===== src/rtl/bsg_manycore_pkg.sv =====
// Shared manycore definitions: command/packet op encoding, packet header
// layout and the coordinate-width helper used by edge bridges and tiles.
package bsg_manycore_pkg;

    localparam int op_width_gp   = 2;
    localparam int mask_width_gp = 4;

    typedef enum logic [1:0] {
        e_op_store    = 2'b00,
        e_op_load     = 2'b01,
        e_op_fence    = 2'b10,
        e_op_reserved = 2'b11
    } bsg_manycore_op_e;

    // Fixed-width leading fields of every packet; coordinate, address and
    // data fields follow and are sized by the instantiating module.
    typedef struct packed {
        bsg_manycore_op_e            op;
        logic [mask_width_gp-1:0]    mask;
    } bsg_manycore_pkt_hdr_s;

    // clog2 that never returns zero, so a 1-wide array still gets a 1-bit field.
    function automatic int safe_clog2(input int value);
        return (value <= 1) ? 1 : $clog2(value);
    endfunction

endpackage


===== src/rtl/bsg_two_fifo.sv =====
// Two-entry valid/ready FIFO. Input ready is simply "not full", so with the
// consumer always ready it never fills and passes one item per cycle.
module bsg_two_fifo #(
    parameter int width_p = 8
) (
    input  logic               clk_i,
    input  logic               reset_n_i,
    input  logic [width_p-1:0] data_i,
    input  logic               v_i,
    output logic               ready_o,
    output logic [width_p-1:0] data_o,
    output logic               v_o,
    input  logic               ready_i
);

    logic [width_p-1:0] mem_reg [2];
    logic               wr_ptr_reg;
    logic               rd_ptr_reg;
    logic [1:0]         count_reg;
    logic               enq;
    logic               deq;

    assign ready_o = (count_reg != 2'd2);
    assign v_o     = (count_reg != 2'd0);
    assign data_o  = mem_reg[rd_ptr_reg];
    assign enq     = v_i & ready_o;
    assign deq     = v_o & ready_i;

    // Pointer and occupancy tracking; reset empties the FIFO immediately.
    always_ff @(posedge clk_i or negedge reset_n_i) begin
        if (!reset_n_i) begin
            wr_ptr_reg <= 1'b0;
            rd_ptr_reg <= 1'b0;
            count_reg  <= 2'd0;
        end else begin
            if (enq) wr_ptr_reg <= ~wr_ptr_reg;
            if (deq) rd_ptr_reg <= ~rd_ptr_reg;
            count_reg <= count_reg + {1'b0, enq} - {1'b0, deq};
        end
    end

    // Storage needs no reset: contents are only visible while v_o is high.
    always_ff @(posedge clk_i) begin
        if (enq) mem_reg[wr_ptr_reg] <= data_i;
    end

endmodule


===== src/rtl/bsg_manycore_edge_bridge.sv =====
// Host-side endpoint for one edge port of the manycore array. Host commands
// become outbound packets, inbound packets become host responses, loads are
// throttled by an outstanding counter and fences wait for traffic to drain.
module bsg_manycore_edge_bridge
    import bsg_manycore_pkg::*;
#(
    parameter int num_tiles_x_p   = 4,
    parameter int num_tiles_y_p   = 4,
    parameter int data_width_p    = 32,
    parameter int addr_width_p    = 32,
    parameter int max_out_p       = 8,
    parameter int x_cord_width_lp = safe_clog2(num_tiles_x_p),
    parameter int y_cord_width_lp = safe_clog2(num_tiles_y_p + 1),
    parameter int packet_width_lp = 6 + x_cord_width_lp + y_cord_width_lp + addr_width_p + data_width_p,
    parameter int count_width_lp  = safe_clog2(max_out_p + 1)
) (
    input  logic                       clk_i,
    input  logic                       reset_n_i,
    input  logic                       cmd_v_i,
    input  logic [1:0]                 cmd_op_i,
    input  logic [3:0]                 cmd_mask_i,
    input  logic [x_cord_width_lp-1:0] cmd_x_i,
    input  logic [y_cord_width_lp-1:0] cmd_y_i,
    input  logic [addr_width_p-1:0]    cmd_addr_i,
    input  logic [data_width_p-1:0]    cmd_data_i,
    output logic                       cmd_ready_o,
    output logic [packet_width_lp-1:0] link_data_o,
    output logic                       link_v_o,
    input  logic                       link_ready_i,
    input  logic [packet_width_lp-1:0] link_data_i,
    input  logic                       link_v_i,
    output logic                       link_ready_o,
    output logic                       resp_v_o,
    output logic [addr_width_p-1:0]    resp_addr_o,
    output logic [data_width_p-1:0]    resp_data_o,
    input  logic                       resp_ready_i,
    output logic [count_width_lp-1:0]  outstanding_o,
    output logic                       fence_done_o,
    output logic                       error_o
);

    typedef struct packed {
        bsg_manycore_pkt_hdr_s       hdr;
        logic [y_cord_width_lp-1:0]  y;
        logic [x_cord_width_lp-1:0]  x;
        logic [addr_width_p-1:0]     addr;
        logic [data_width_p-1:0]     data;
    } packet_s;

    typedef enum logic {e_idle, e_fence} state_e;

    localparam logic [count_width_lp-1:0] max_out_lp = count_width_lp'(max_out_p);

    state_e                      state_reg;
    logic                        fence_done_reg;
    logic                        error_reg;
    logic [count_width_lp-1:0]   count_reg;
    logic [count_width_lp-1:0]   count_next;
    logic                        stray_arrival;

    bsg_manycore_op_e            op;
    packet_s                     out_pkt;
    packet_s                     in_head;
    logic [packet_width_lp-1:0]  in_data;
    logic                        out_ready;
    logic                        in_ready;
    logic                        cmd_ready;
    logic                        cmd_acc;
    logic                        load_acc;
    logic                        in_acc;
    logic                        unused_in_fields;

    assign op       = bsg_manycore_op_e'(cmd_op_i);
    assign cmd_acc  = cmd_v_i & cmd_ready;
    assign load_acc = cmd_acc & (op == e_op_load);
    assign in_acc   = link_v_i & in_ready;

    // Command acceptance: stores need FIFO room, loads also need credit;
    // fence and reserved ops are always taken while idle.
    always_comb begin
        cmd_ready = 1'b0;
        if (state_reg == e_idle) begin
            case (op)
                e_op_store: cmd_ready = out_ready;
                e_op_load:  cmd_ready = out_ready && (count_reg < max_out_lp);
                default:    cmd_ready = 1'b1;
            endcase
        end
    end

    // Outbound packet assembled straight from the command fields.
    always_comb begin
        out_pkt.hdr.op   = op;
        out_pkt.hdr.mask = cmd_mask_i;
        out_pkt.y        = cmd_y_i;
        out_pkt.x        = cmd_x_i;
        out_pkt.addr     = cmd_addr_i;
        out_pkt.data     = cmd_data_i;
    end

    // Next outstanding count; an arrival with nothing in flight is clamped at 0.
    always_comb begin
        count_next    = count_reg;
        stray_arrival = in_acc && (count_reg == '0);
        case ({load_acc, in_acc})
            2'b10:   count_next = count_reg + count_width_lp'(1);
            2'b01:   if (count_reg != '0) count_next = count_reg - count_width_lp'(1);
            default: count_next = count_reg;
        endcase
    end

    // Outstanding-load counter.
    always_ff @(posedge clk_i or negedge reset_n_i) begin
        if (!reset_n_i) count_reg <= '0;
        else            count_reg <= count_next;
    end

    // Fence FSM; release looks at the counter's next value so the fence ends
    // on the edge right after the last response is taken.
    always_ff @(posedge clk_i or negedge reset_n_i) begin
        if (!reset_n_i) begin
            state_reg      <= e_idle;
            fence_done_reg <= 1'b0;
        end else begin
            case (state_reg)
                e_idle: begin
                    fence_done_reg <= 1'b0;
                    if (cmd_acc && (op == e_op_fence)) state_reg <= e_fence;
                end
                e_fence: begin
                    if (!link_v_o && (count_next == '0)) begin
                        state_reg      <= e_idle;
                        fence_done_reg <= 1'b1;
                    end
                end
                default: state_reg <= e_idle;
            endcase
        end
    end

    // Sticky error: reserved op accepted or an unexpected inbound packet.
    always_ff @(posedge clk_i or negedge reset_n_i) begin
        if (!reset_n_i) error_reg <= 1'b0;
        else if ((cmd_acc && (op == e_op_reserved)) || stray_arrival) error_reg <= 1'b1;
    end

    bsg_two_fifo #(.width_p(packet_width_lp)) out_fifo (
        .clk_i     (clk_i),
        .reset_n_i (reset_n_i),
        .data_i    (out_pkt),
        .v_i       (cmd_acc && ((op == e_op_store) || (op == e_op_load))),
        .ready_o   (out_ready),
        .data_o    (link_data_o),
        .v_o       (link_v_o),
        .ready_i   (link_ready_i)
    );

    bsg_two_fifo #(.width_p(packet_width_lp)) in_fifo (
        .clk_i     (clk_i),
        .reset_n_i (reset_n_i),
        .data_i    (link_data_i),
        .v_i       (link_v_i),
        .ready_o   (in_ready),
        .data_o    (in_data),
        .v_o       (resp_v_o),
        .ready_i   (resp_ready_i)
    );

    assign in_head          = in_data;
    assign unused_in_fields = ^{in_head.hdr, in_head.y, in_head.x};

    assign cmd_ready_o   = cmd_ready;
    assign link_ready_o  = in_ready;
    assign resp_addr_o   = in_head.addr;
    assign resp_data_o   = in_head.data;
    assign outstanding_o = count_reg;
    assign fence_done_o  = fence_done_reg;
    assign error_o       = error_reg;

endmodule

===== config.mk =====
export PLATFORM = sky130hd
export DESIGN_NAME = bsg_manycore_edge_bridge
export DESIGN_NICKNAME = d
export VERILOG_FILES = /design/src/rtl/bsg_manycore_pkg.sv /design/src/rtl/bsg_two_fifo.sv /design/src/rtl/bsg_manycore_edge_bridge.sv
export SDC_FILE = /design/constraint.sdc
export NUM_CORES = 1
export LEC_CHECK = 0
export BUFFER_PORTS_ARGS = -buffer_cell sky130_fd_sc_hd__buf_2
export CAP_MARGIN = 25
export CELL_PAD_IN_SITES_DETAIL_PLACEMENT = 2
export CELL_PAD_IN_SITES_GLOBAL_PLACEMENT = 2
export CORE_MARGIN = 4
export CORE_UTILIZATION = 29
export CTS_CLUSTER_SIZE = 10
export DETAILED_ROUTE_END_ITERATION = 8
export PLACE_DENSITY_LB_ADDON = 0.25
export SKIP_CTS_REPAIR_TIMING = 1
export SYNTH_ARGS = -nofsm -noshare
export SYNTH_HDL_FRONTEND = slang
export SYNTH_HIERARCHICAL = 1
export SYNTH_SLANG_ARGS = --single-unit
export TNS_END_PERCENT = 100

===== constraint.sdc =====
create_clock -name clk_i -period 4.4 [get_ports clk_i]
set_input_delay 0 -clock clk_i [delete_from_list [all_inputs] [get_ports clk_i]]
set_output_delay 0 -clock clk_i [all_outputs]
set_load 0.1 [all_outputs]

==> results of run 1 <==
==> per-stage QoR <==
step | std cells | util (%) | setup slack [ps] | hold slack, ps
detailed placement | 1320 | 35.12 | 1520 | -57.95
floorplan | 525 | - | 410.3 | -295.6
global route | 1526 | 41.79 | 1174 | 185.2
finish | 1526 | 41.79 | 1537 | 207.4
CTS | 1375 | 37.85 | 1489 | -632.5
global placement | 1320 | 35.12 | 1587 | -52.12
==> routing by layer <==
| layer | track usage, % | vias up | share of wire [%] |
|---|---|---|---|
| met4 | 4.474 | 0 | 1.9 |
| li1 | - | 2994 | - |
| met3 | 3.657 | 33 | 5.3 |
| met2 | 23.58 | 174 | 55 |
| met5 | 0 | - | 0 |
| met1 | 14.39 | 3298 | 37 |
==> cell type report <==
class | count | share of cell area [%]
antenna | 5 | 0.07894
clock inverter | 5 | 0.1973
multi-input combinational | 206 | 15.01
clock buffer | 50 | 6.347
tap | 511 | 4.034
timing repair buffer | 447 | 19.04
inverter | 9 | 0.2131
sequential | 293 | 55.08
==> worst register-to-register path: cells and delay by family, from the launching register on <==
kind	cells	cell delay (ps)
simple gates	5	1360
flops	1	480
compound gates	4	480
buf+inv	1	100
fa+ha+maj	1	320
==> worst max path at each step <==
| stage | startpoint | endpoint | slack, ps | depth (start not counted) |
|---|---|---|---|---|
| 2_1_floorplan | outstanding_o[3] | out_fifo/mem_reg[0][0] | 410 | 5 |
| 3_3_place_gp | outstanding_o[3] | state_reg | 1590 | 11 |
| 3_5_place_dp | outstanding_o[3] | state_reg | 1520 | 11 |
| 4_1_cts | outstanding_o[3] | state_reg | 1490 | 11 |
| 5_1_grt | outstanding_o[3] | state_reg | 1170 | 11 |
| 6_report | outstanding_o[3] | state_reg | 1540 | 11 |
==> summary.txt, run 1 <==
Status
  • Outcome: finished clean

Critical path
  • Flop2flop setup slack: 1540 ps
  • Critical path capture point type: register
  • Critical path type: register to register
  • Worst R2R Start: outstanding_o[3]
  • CP top delay family: simple AND/OR/NAND/NOR gates
  • Slowest stage cell, crit path: dfrtp_1
  • Crit start category: register
  • Worst Path Required: 4780 ps
  • Crit path buf inv count: 1
  • Crit path max fanout: 10
  • Crit path cell chain: nand2_1 -> a21oi_1 -> nor4b_1 -> nand2_1 -> inv_1 -> ha_1 -> nand4b_1 -> o211ai_1 -> o211ai_1 -> nor4_2 -> o22ai_1
  • R2r endpoint: state_reg
  • R2R cell count: 11
  • Crit-path max cell delay: 480 ps
  • CP Data Arrival Time: 3250 ps

Synth
  • Post-Synthesis Cells: 525
  • Syn Area/Cell: 21.44 sq um
  • Yosys Warn Count: 6
  • Mapped Area: 11250 sq um
  • Synth Net Count: 689

Final layout
  • Largest register FFs: 150
  • Fill count: 3695
  • Most common library cell in the layout ignoring fill and taps: buf_2
  • Layout cells sized above 1: 48.61%
  • FF+latch area: 8731 sq um
  • Synth-to-Final Area Change: 40.83%
  • Area of the multi-input gates: 2379 sq um
  • Commonest cells after routing, fill and taps aside: 293 x buf_2, 278 x edfxtp_1, 145 x dlygate4sd3_1, 79 x mux2_4, 60 x mux2_2
  • Final nets: 1157
  • Design area: 15850 sq um

STA
  • Slew @ Worst Pin: 893.2 ps
  • Final Critical Period: 2863 ps
  • Final Hold Vio Count: 0
  • Slew Limit Fails: 0
  • RSZ-0062 raised after global routing: no
  • Worst Skew: 12.50 ps
  • Slew Limit Headroom: 40.45%
  • Final setup violation count: 0
  • F_max: 0.3492 GHz
  • Setup_tns: 0 ps
  • Fin crit share: 65.08%

Place
  • Detailed placement HPWL: 19.57 mm
  • Port buffer count: 293
  • Dpl cell area: 13320 sq um
  • RD Place Congestion: 0.7253

Clocking
  • TritonCTS Buffers: 36
  • H-tree Lvls: 2
  • Clk slew on worst S/H paths: 50 ps
  • CTS Sinks: 293
  • Clk_lat worst skew: 520 ps
  • CTS tree: built
  • CTS root buf: clkbuf_16
  • CTS max path bufs: 3

Job
  • MaxCap Viol Count: 0

Hold path
  • Class of the tightest hold or removal check: primary input to register
  • Worst hold stages: 2
  • Hold endpoint: in_fifo/mem_reg[1][7]
  • Worst Hold Launch: link_data_i[7]

Detailed routing
  • Routed wire length: 30.17 mm
  • Via/cell ratio: 4.259
  • Drt wl/cell: 19.77 microns
  • Routed vias: 6499
  • Number of DRC markers in iteration 0: 278
  • Pre-antenna DRT Iters: 6
  • Final ANT Viol Nets: 0
  • Remaining DRCs: 0

Global route
  • Initial antenna violation count: 5
  • Grt ovf: 0
  • GR Util All Layers: 12.92%
  • Largest net degree at the start of global routing: 76
  • Vias in the first global route: 6692
  • First-pass GRT wire length: 41.07 mm

Floorplanning
  • Die Ht: 205 microns
  • Die width: 205 microns
  • # IOs: 305
  • Initial core utilization: 29.67%
  • Die area: 42030 sq um
  • Core Rows: 71
  • Core outline area: 37930 sq um
Power of run 1 is not shown: default switching activity piles up to over one toggle a cycle in this logic, so the estimate is an artifact.
==> run 2: changes to the inputs <==
==> constraint.sdc (replaced) <==
create_clock -name clk_i -period 2.65 [get_ports clk_i]
set_input_delay 0 -clock clk_i [delete_from_list [all_inputs] [get_ports clk_i]]
set_output_delay 0 -clock clk_i [all_outputs]
set_load 0.1 [all_outputs]
==> run 2 against run 1 <==
Cell count shrank 0.20%. Die area is the same. Clock skew increased by 6.0 ps. Worst setup slack got worse by 1400 ps. Critical path depth fell by 1. Critical path type unchanged. Largest cell class unchanged.
==> summary.txt, run 2 (synthesis results as in run 1) <==
Detailed routing
  • Drt wl/cell: 20.33 microns
  • Pre-antenna DRT Iters: 4
  • Remaining DRCs: 0
  • Final ANT Viol Nets: 0
  • Routed wire length: 30.96 mm
  • Via/cell ratio: 4.347
  • Routed vias: 6620
  • Number of DRC markers in iteration 0: 264

Final layout
  • Most common library cell in the layout ignoring fill and taps: buf_2
  • Commonest cells after routing, fill and taps aside: 293 x buf_2, 278 x edfxtp_1, 146 x dlygate4sd3_1, 79 x mux2_4, 60 x mux2_2
  • Design area: 15930 sq um
  • Synth-to-Final Area Change: 41.50%
  • Final nets: 1164
  • FF+latch area: 8735 sq um
  • Area of the multi-input gates: 2405 sq um
  • Layout cells sized above 1: 49.90%
  • Fill count: 3718
  • Largest register FFs: 150

Global route
  • Initial antenna violation count: 3
  • First-pass GRT wire length: 40.52 mm
  • Largest net degree at the start of global routing: 56
  • Grt ovf: 0
  • GR Util All Layers: 12.67%
  • Vias in the first global route: 6681

Floorplanning
  • Core Rows: 71
  • Die area: 42030 sq um
  • Core outline area: 37930 sq um
  • Die Ht: 205 microns
  • Die width: 205 microns
  • # IOs: 305
  • Initial core utilization: 29.67%

Critical path
  • Crit path cell chain: nand2b_1 -> a21oi_2 -> nor4b_4 -> nand2_1 -> inv_1 -> ha_2 -> or4bb_1 -> nand4b_1 -> nor4_2 -> o21a_1
  • Critical path type: register to register
  • Crit start category: register
  • Worst Path Required: 3040 ps
  • R2R cell count: 10
  • CP Data Arrival Time: 2880 ps
  • Slowest stage cell, crit path: or4bb_1
  • Critical path capture point type: register
  • Crit-path max cell delay: 520 ps
  • Crit path max fanout: 10

Clocking
  • H-tree Lvls: 2
  • CTS root buf: clkbuf_16
  • CTS max path bufs: 3
  • Clk_lat worst skew: 510 ps
  • TritonCTS Buffers: 36
  • CTS Sinks: 293
  • CTS tree: built
  • Clk slew on worst S/H paths: 50 ps

Hold path
  • Worst hold stages: 2
  • Class of the tightest hold or removal check: primary input to register

Status
  • Outcome: finished clean

STA
  • Slew Limit Headroom: 47.78%
  • Fin crit share: 94.01%
  • RSZ-0062 raised after global routing: no
  • F_max: 0.4014 GHz
  • Final setup violation count: 0
  • Slew Limit Fails: 0
  • Worst Skew: 18.52 ps
  • Final Critical Period: 2491 ps
  • Final Hold Vio Count: 0
  • Slew @ Worst Pin: 780.7 ps

Place
  • RD Place Congestion: 0.7095
  • Port buffer count: 293
  • Dpl cell area: 13480 sq um
  • Detailed placement HPWL: 19.73 mm

Job
  • MaxCap Viol Count: 0
## run 2: changes by cell type in the layout (fill, tap and decap cells not counted), sizes merged
cell / delta
clkbuf: -8
buf: +6
diode: -3
inv: +1
dlygate4sd3: +1
## run 2: routing by layer
metal / part of all wire [%] / global-route usage (%) / wire (microns) / vias up
met5: 0.023 / 0 / 7 / -
met4: 1.8 / 3.182 / 546 / 2
met3: 5.6 / 3.673 / 1729 / 40
met2: 54 / 22.51 / 16730 / 183
met1: 39 / 15.11 / 11950 / 3395
li1: - / - / - / 3000
## run 2: worst paths after layout
path,end,from,slack (ps)
min in group asynchronous,in_fifo/rd_ptr_reg,reset_n_i,670
setup reg to reg,fence_done_o,out_fifo/count_reg[1],160
hold / removal,in_fifo/mem_reg[0][8],link_data_i[8],210
hold reg to reg,error_o,error_o,480
max in group asynchronous,outstanding_o[3],reset_n_i,1400
setup / recovery,fence_done_o,out_fifo/count_reg[1],160
## run 2: final cells by class
cell class / instances / area share, %
tap: 511 / 4.015
sequential: 293 / 54.85
clock inverter: 6 / 0.2750
inverter: 9 / 0.2121
timing repair buffer: 454 / 19.72
clock buffer: 42 / 5.798
antenna: 2 / 0.03143
multi-input combinational: 206 / 15.10
## run 2: through the flow
stage	cells	setup slack, ps	util [%]	hold WS [ps]	setup TNS, ps
final	1523	158.7	41.98	212.4	0
after global routing	1522	3.013	41.98	194.3	0
after CTS	1375	-1.665	38.09	-596.4	-1.665
after detailed placement	1327	49.35	35.54	-46.39	0
after global placement	1327	141.4	35.54	-45.94	0
after floorplan	525	-171.5	-	-295.6	-12860
## run 2: critical path, delay by kind of cell (launching register included)
kind	cells	cell delay [ps]
AND/OR/NAND/NOR	6	1300
adder cells (fa/ha/maj)	1	320
buffers and inverters	1	80
flip-flops	1	400
AO/OA/AOI/OAI	2	280
Power of run 2 is left out for the same reason.
